### config.mk
export PLATFORM = sky130hd
export DESIGN_NAME = butterfly_r2_pipe
export DESIGN_NICKNAME = d
export VERILOG_FILES = /design/src/rtl/butterfly_r2_pipe.sv
export SDC_FILE = /design/constraint.sdc
export NUM_CORES = 2
export LEC_CHECK = 0
export ABC_AREA = 1
export CAP_MARGIN = 20
export CORE_ASPECT_RATIO = 1.5
export CORE_MARGIN = 1
export CORE_UTILIZATION = 45
export CTS_CLUSTER_DIAMETER = 30
export DETAILED_ROUTE_END_ITERATION = 16
export PLACE_DENSITY_LB_ADDON = 0.2
export SYNTH_ARGS = -nofsm -noshare
export SYNTH_HDL_FRONTEND = slang
export SYNTH_SLANG_ARGS = --single-unit
### constraint.sdc
create_clock -name clock -period 17.9 [get_ports clock]
set_clock_uncertainty 0.1 [all_clocks]
set_input_delay 1.79 -clock clock [delete_from_list [all_inputs] [get_ports clock]]
set_output_delay 1.79 -clock clock [all_outputs]
set_load 0.02 [all_outputs]
### src/rtl/butterfly_r2_pipe.sv
// Radix-2 DIT butterfly: out0 = a + W*b, out1 = a - W*b.
// Signed fixed point with valid/ready flow control, conj(W) for the inverse
// transform, optional halving, round-half-up and saturation.
// Pipeline: input register, MULT_STAGES multiply registers, output register.
module butterfly_r2_pipe #(
  parameter int WIDTH       = 16,
  parameter int FRAC_BITS   = 14,
  parameter int MULT_STAGES = 2
) (
  input  logic                    clock,
  input  logic                    reset,
  input  logic                    in_valid,
  output logic                    in_ready,
  input  logic signed [WIDTH-1:0] a_real,
  input  logic signed [WIDTH-1:0] a_imag,
  input  logic signed [WIDTH-1:0] b_real,
  input  logic signed [WIDTH-1:0] b_imag,
  input  logic signed [WIDTH-1:0] w_real,
  input  logic signed [WIDTH-1:0] w_imag,
  input  logic                    inverse,
  input  logic                    scale,
  output logic                    out_valid,
  input  logic                    out_ready,
  output logic signed [WIDTH-1:0] out0_real,
  output logic signed [WIDTH-1:0] out0_imag,
  output logic signed [WIDTH-1:0] out1_real,
  output logic signed [WIDTH-1:0] out1_imag,
  output logic                    ovf
);

  localparam int PW = 2 * WIDTH + 2;
  localparam int L  = MULT_STAGES - 1;

  localparam logic signed [WIDTH:0]  S_MAX = {2'b00, {(WIDTH-1){1'b1}}};
  localparam logic signed [WIDTH:0]  S_MIN = {2'b11, {(WIDTH-1){1'b0}}};
  localparam logic signed [PW-1:0]   T_MAX = PW'(S_MAX);
  localparam logic signed [PW-1:0]   T_MIN = PW'(S_MIN);
  localparam logic signed [PW-1:0]   RND   = PW'(1) << (FRAC_BITS - 1);

  // Returns {saturated, value} for a full-precision rounded product.
  function automatic logic [WIDTH:0] sat_t(input logic signed [PW-1:0] x);
    if (x > T_MAX)      return {1'b1, T_MAX[WIDTH-1:0]};
    else if (x < T_MIN) return {1'b1, T_MIN[WIDTH-1:0]};
    else                return {1'b0, x[WIDTH-1:0]};
  endfunction

  // Returns {saturated, value}; halving uses floor(s/2) + lsb == (s+1)>>>1,
  // which cannot leave the WIDTH range because |a|,|t| <= 2^(WIDTH-1).
  function automatic logic [WIDTH:0] finish(input logic signed [WIDTH:0] s,
                                            input logic sc);
    logic [WIDTH-1:0] half;
    half = s[WIDTH:1] + WIDTH'(s[0]);
    if (sc)             return {1'b0, half};
    else if (s > S_MAX) return {1'b1, S_MAX[WIDTH-1:0]};
    else if (s < S_MIN) return {1'b1, S_MIN[WIDTH-1:0]};
    else                return {1'b0, s[WIDTH-1:0]};
  endfunction

  logic advance;
  assign advance  = !out_valid || out_ready;
  assign in_ready = advance && !reset;

  // Conjugation done one bit wider so negating the most negative value is exact
  logic signed [WIDTH:0] wi_ext, wi_eff;
  assign wi_ext = (WIDTH+1)'(w_imag);
  assign wi_eff = inverse ? -wi_ext : wi_ext;

  // Input stage
  logic signed [WIDTH-1:0] a0_re, a0_im, b0_re, b0_im, w0_re;
  logic signed [WIDTH:0]   w0_im;
  logic                    sc0, v0;

  // Multiply stages
  logic signed [PW-1:0]    pr_q [MULT_STAGES];
  logic signed [PW-1:0]    pi_q [MULT_STAGES];
  logic signed [WIDTH-1:0] am_re [MULT_STAGES];
  logic signed [WIDTH-1:0] am_im [MULT_STAGES];
  logic [MULT_STAGES-1:0]  sc_q, v_q;

  logic signed [PW-1:0] br_x, bi_x, wr_x, wi_x, pr_c, pi_c;
  assign br_x = PW'(b0_re);
  assign bi_x = PW'(b0_im);
  assign wr_x = PW'(w0_re);
  assign wi_x = PW'(w0_im);
  assign pr_c = br_x * wr_x - bi_x * wi_x;
  assign pi_c = br_x * wi_x + bi_x * wr_x;

  // Round, saturate, add/subtract and scale from the last multiply stage
  logic signed [PW-1:0]    tr_full, ti_full;
  logic [WIDTH:0]          tr_s, ti_s, f0r, f0i, f1r, f1i;
  logic signed [WIDTH-1:0] t_re, t_im;
  logic signed [WIDTH:0]   s0_re, s0_im, s1_re, s1_im;

  always_comb begin
    tr_full = (pr_q[L] + RND) >>> FRAC_BITS;
    ti_full = (pi_q[L] + RND) >>> FRAC_BITS;
    tr_s    = sat_t(tr_full);
    ti_s    = sat_t(ti_full);
    t_re    = tr_s[WIDTH-1:0];
    t_im    = ti_s[WIDTH-1:0];
    s0_re   = (WIDTH+1)'(am_re[L]) + (WIDTH+1)'(t_re);
    s0_im   = (WIDTH+1)'(am_im[L]) + (WIDTH+1)'(t_im);
    s1_re   = (WIDTH+1)'(am_re[L]) - (WIDTH+1)'(t_re);
    s1_im   = (WIDTH+1)'(am_im[L]) - (WIDTH+1)'(t_im);
    f0r     = finish(s0_re, sc_q[L]);
    f0i     = finish(s0_im, sc_q[L]);
    f1r     = finish(s1_re, sc_q[L]);
    f1i     = finish(s1_im, sc_q[L]);
  end

  // Valid bits and output register: cleared by reset, held while stalled
  always_ff @(posedge clock) begin
    if (reset) begin
      v0        <= 1'b0;
      v_q       <= '0;
      out_valid <= 1'b0;
      out0_real <= '0;
      out0_imag <= '0;
      out1_real <= '0;
      out1_imag <= '0;
      ovf       <= 1'b0;
    end else if (advance) begin
      v0     <= in_valid;
      v_q[0] <= v0;
      for (int unsigned i = 1; i < MULT_STAGES; i++) v_q[i] <= v_q[i-1];
      out_valid <= v_q[L];
      out0_real <= f0r[WIDTH-1:0];
      out0_imag <= f0i[WIDTH-1:0];
      out1_real <= f1r[WIDTH-1:0];
      out1_imag <= f1i[WIDTH-1:0];
      ovf       <= tr_s[WIDTH] | ti_s[WIDTH] | f0r[WIDTH] | f0i[WIDTH] |
                   f1r[WIDTH] | f1i[WIDTH];
    end
  end

  // Datapath registers; contents behind a cleared valid bit are don't-care
  always_ff @(posedge clock) begin
    if (advance) begin
      a0_re <= a_real;
      a0_im <= a_imag;
      b0_re <= b_real;
      b0_im <= b_imag;
      w0_re <= w_real;
      w0_im <= wi_eff;
      sc0   <= scale;
      pr_q[0]  <= pr_c;
      pi_q[0]  <= pi_c;
      am_re[0] <= a0_re;
      am_im[0] <= a0_im;
      sc_q[0]  <= sc0;
      for (int unsigned i = 1; i < MULT_STAGES; i++) begin
        pr_q[i]  <= pr_q[i-1];
        pi_q[i]  <= pi_q[i-1];
        am_re[i] <= am_re[i-1];
        am_im[i] <= am_im[i-1];
        sc_q[i]  <= sc_q[i-1];
      end
    end
  end

endmodule

Yosys cells after proc, flatten, opt, wreduce, memory -nomap -nowiden
Memory sizes are Yosys's and may differ from the RTL's.
Cells that the tools add are included.
{"block": "totals", "out_inout_bits": 67, "n_memories": 4, "word_cells": 77, "regBits": 169, "input_bits": 102, "ram_bits": 200}
{"block": "classes", "n_mul": 4, "n_bitwise": 5, "add_sub_neg": 13, "mux": 19, "n_lt_le_gt_ge": 12, "n_reduce_logical": 4}
{"memory": "pi_q", "depth": 2, "word_bits": 34, "rd": 2, "rd_clocked_by_memory_dff": 0, "wr": 2, "line_no": "75", "text": "logic signed [PW-1:0] pi_q [MULT_STAGES];"}
{"memory": "pr_q", "depth": 2, "word_bits": 34, "rd": 2, "rd_clocked_by_memory_dff": 0, "wr": 2, "line_no": "74", "text": "logic signed [PW-1:0] pr_q [MULT_STAGES];"}
{"memory": "am_im", "depth": 2, "word_bits": 16, "rd": 2, "rd_clocked_by_memory_dff": 0, "wr": 2, "line_no": "77", "text": "logic signed [WIDTH-1:0] am_im [MULT_STAGES];"}
{"memory": "am_re", "depth": 2, "word_bits": 16, "rd": 2, "rd_clocked_by_memory_dff": 0, "wr": 2, "line_no": "76", "text": "logic signed [WIDTH-1:0] am_re [MULT_STAGES];"}
{"op": "$mux W17", "count": 17}
{"op": "$add A34 B15 Y34 const B", "count": 2}
{"op": "$gt A17 B16 Y1 const B", "count": 4}
{"op": "$lt A17 B16 Y1 const B", "count": 4}
{"op": "$mul A16 B17 Y33", "count": 2}
{"op": "$add A16 B1 Y16", "count": 4}
{"op": "$mul A16 B16 Y32", "count": 2}
{"op": "$gt A20 B16 Y1 const B", "count": 2}
{"op": "$lt A20 B16 Y1 const B", "count": 2}
{"op": "$add A16 B16 Y17", "count": 2}
{"op": "$add A33 B32 Y34", "count": 1}
{"op": "$sub A16 B16 Y17", "count": 2}
{"op": "$sub A32 B33 Y34", "count": 1}
{"op": "$neg A16 Y17", "count": 1}
{"op": "$or A1 B1 Y1", "count": 5}
{"op": "$logic_not A1 Y1", "count": 2}
{"op": "$mux W1", "count": 2}
{"op": "$logic_and A1 B1 Y1", "count": 1}
{"op": "$logic_or A1 B1 Y1", "count": 1}

Depth between registers and ports, before layout
{"block": "logic_depth", "depth_word": 13, "mapped_depth": 37}

Worst setup path after synthesis
Ideal clock, no wire load.
{"block": "synth_path", "kind": "input to register", "startpoint": "input port out_ready", "endpoint": "register out1_imag[10]", "setup_ns": 0.431, "n_path_buf": 2, "arrival_time_ns": 9.417, "slack_ns": 7.952, "cell_stages": 5, "t_required_ns": 17.369, "cell_sequence": "nor2_1 inv_1 clkbuf_1 clkbuf_1 a21oi_1"}
{"block": "synth_via", "elab_chain_len": 1}
{"element": "start, declared", "line_no": "23", "text": "input logic out_ready,"}
{"element": "$logic_or A1 B1 Y1", "line_no": "60", "text": "assign advance = !out_valid || out_ready;"}
{"element": "end signal, assigned", "line_no": "130", "text": "out1_imag <= f1i[WIDTH-1:0];"}
{"element": "end, declared", "line_no": "27", "text": "output logic signed [WIDTH-1:0] out1_imag,"}
Every way passes these cells.
A chain may end at the register's enable or synchronous reset.

==> results.toml <==
[clock_network]
cts_htree_levels = 2
post_cts_resized = 0
cts_buffers = 59
hold_buffers = 0
numClockSinks = 317
post_cts_buffers = 0
clockRootBuffer = "clkbuf_16"
cts_tree = "done"
clockBufferDepth = 3
clk_latency_ns = 0.69
clk_pin_slew_ns = 0.06

[synth]
yosys_warnings = 0
yosys-top-cells-count = "inv_1 (1860), nand2_1 (1591), fa_1 (1215)"
ys_seq_elements = 317
synth_compound_area_share_pct = 4.26
synth_simple_gate_area_share_pct = 15.2
synth_mux_area_share_pct = 0
yosysSeqAreaShare_pct = 14.9
synth.largest_area_cell = "fa_1"
synth_ff_type = "edfxtp_1"
ys_top_cells_by_area = "fa_1 (41%), edfxtp_1 (13%), inv_1 (12%), nand2_1 (10%), ha_1 (8.2%)"
synthCells = 6889
yosysMostFrequentCell = "inv_1"
synth-xor-area-share_pct = 2.61
synth-edff-count = 248
synth.avg_cell_area_sq_um = 8.61
yosys.area.top_type_share_pct = 41.0
synth_fa_ha_area_share_pct = 49.2
synthDistinctLibCells = 61
syn_nets = 8596
synth_top_family_by_area = "adder cells"
netlist_area_sq_um = 59300
async_reset_ff_share_pct = 0

[worst_hold_path]
whs_path_depth = 0
worstHoldPathType = "reg2reg"
holdPathEnd = "pr_q[0][54]"
hold_start = "pr_q[0][20]"

[finish]
final_core_util_pct = 49.6
areaGrowthSynthToFinish_pct = 9.03
fin_cells = 8692
drive_gt1_share_pct = 4.73
antennaDiodeCount = 0
final_nets = 8629

[sta]
fmax_mhz = 125
finalMaxSlewViolations = 0
hold_viol = 0
whs_ns = 0.307
period_share_pct = 44.7
finalSetupViolCount = 0
tns_ns = 0
max_slew_margin_pct = 31.0
period_minus_slack_ns = 8.01
worst_pin_slew_ns = 1.03
rsz0062_at_grt = "no"

[critical_path]
r2r-start = "b0_im[15]"
worstSetupPathType = "reg2reg"
crit_arrival_ns = 8.32
endpoint_kind = "register"
rrSetupSlack_ns = 9.89
required_ns = 18.21
reg2reg_to = "pi_q[0][24]"
crit_fanout = 18
crit_path_start_kind = "register"
ff2ff_path_depth = 20

[detailed_routing]
drc = 0
first_pass_iters = 8
post_drt_wl_per_cell_um = 18.3
viasPerCell = 5.07
ant_nets = 0
wirelength_um = 159000
dr.first_iter.drc_count = 2427
vias = 44100

[global_routing]
grt_pass1_wl_um = 258000
overflow = 0
grt.total_usage_pct = 25.0
antenna_found_initial = 0
grt_max_degree = 82
grt_pass1_vias = 48300

[floorplan]
dieWidth_um = 298
io_pins = 169
rows = 162
initial_utilization_pct = 45.5
die_h_um = 447
core_area_sq_um = 130000
dieArea_sq_um = 133000

[placed_design]
port_buffers = 168
dpl.hpwl_um = 126000
place_congestion = 0.916
placed_cells = 8583

[flow_run]
cap_violations = 0

[status]
status = "complete, no violations"
==> cells by family after synthesis <==
| kind of cell | after synthesis |
|---|---|
| flip-flops | 317 |
| AND/OR/NAND/NOR | 2186 |
| AO/OA/AOI/OAI | 447 |
| adder cells (fa/ha/maj) | 1605 |
| buffers and inverters | 2164 |
| XOR/XNOR | 170 |
==> worst max path at each step <==
stage	slack, ns	start	end
3_3_place_gp	10.07	b0_im[15]	pi_q[0][31]
4_1_cts	9.86	b0_im[15]	pi_q[0][24]
3_5_place_dp	9.90	b0_im[15]	pi_q[0][24]
5_1_grt	9.47	b0_im[15]	pi_q[0][24]
6_report	9.89	b0_im[15]	pi_q[0][24]
2_1_floorplan	7.95	out_ready	out1_imag[10]
==> per-stage QoR <==
| step | area [sq um] | setup WS [ns] |
|---|---|---|
| finish | 64700 | 9.89 |
| global route | 64700 | 9.47 |
| CTS | 64700 | 9.86 |
| detailed placement | 62600 | 9.90 |
| global placement | 62600 | 10.07 |
| floorplan | 59300 | 7.95 |
==> cells in the final DEF (no fill, tap or decap), drive strengths merged, types with 43 or more instances in the layout <==
| master | count |
|---|---|
| a21oi | 169 |
| buf | 72 |
| clkbuf | 63 |
| clkdlybuf4s50 | 168 |
| dfxtp | 69 |
| edfxtp | 248 |
| fa | 1215 |
| ha | 390 |
| inv | 1911 |
| nand2 | 1609 |
| nand3 | 142 |
| nand4 | 57 |
| nor2 | 253 |
| nor3 | 49 |
| o21ai | 192 |
| or2 | 43 |
| xnor2 | 46 |
| xor2 | 124 |
==> worst max-delay path, cell delays in order, from the launching register on <==
cell	delay, ns
edfxtp_1	0.89
nand2_1	0.75
fa_1	0.74
inv_1	0.05
fa_1	0.49
inv_1	0.05
fa_1	0.45
fa_1	0.49
fa_1	0.56
fa_1	0.43
fa_1	0.50
inv_1	0.05
fa_1	0.43
ha_1	0.38
nand2_1	0.11
nor2_1	0.23
nand4_1	0.13
o21ai_0	0.45
nand2_1	0.12
o21ai_0	0.21
xor2_1	0.09
==> metal layers <==
layer  routed length [um]  share of wire [%]  GRT usage (%)
met5                    0                  0              0
met2                83500                 52           45.9
met3                 6240                3.9           2.45
met4                12000                7.5           16.1
met1                57700                 36           27.4
==> flip-flops by register name (all words and copies together) (netlist names), 17 cells and up <==
name / flops
am_re: 32
pi_q: 42
w0_im: 17
pr_q: 42
am_im: 32
==> area by class of cell <==
| class | count | area, sq um |
|---|---|---|
| Clock buffer | 63 | 1490 |
| Clock inverter | 46 | 539 |
| Fill cell | 12500 | 65700 |
| Inverter | 1896 | 7120 |
| Multi-Input combinational cell | 4408 | 42300 |
| Sequential cell | 317 | 8830 |
| Tap cell | 1722 | 2150 |
| Timing Repair Buffer | 240 | 2220 |
Power is not shown: default switching activity piles up to over one toggle a cycle in this logic, so the estimate is an artifact.
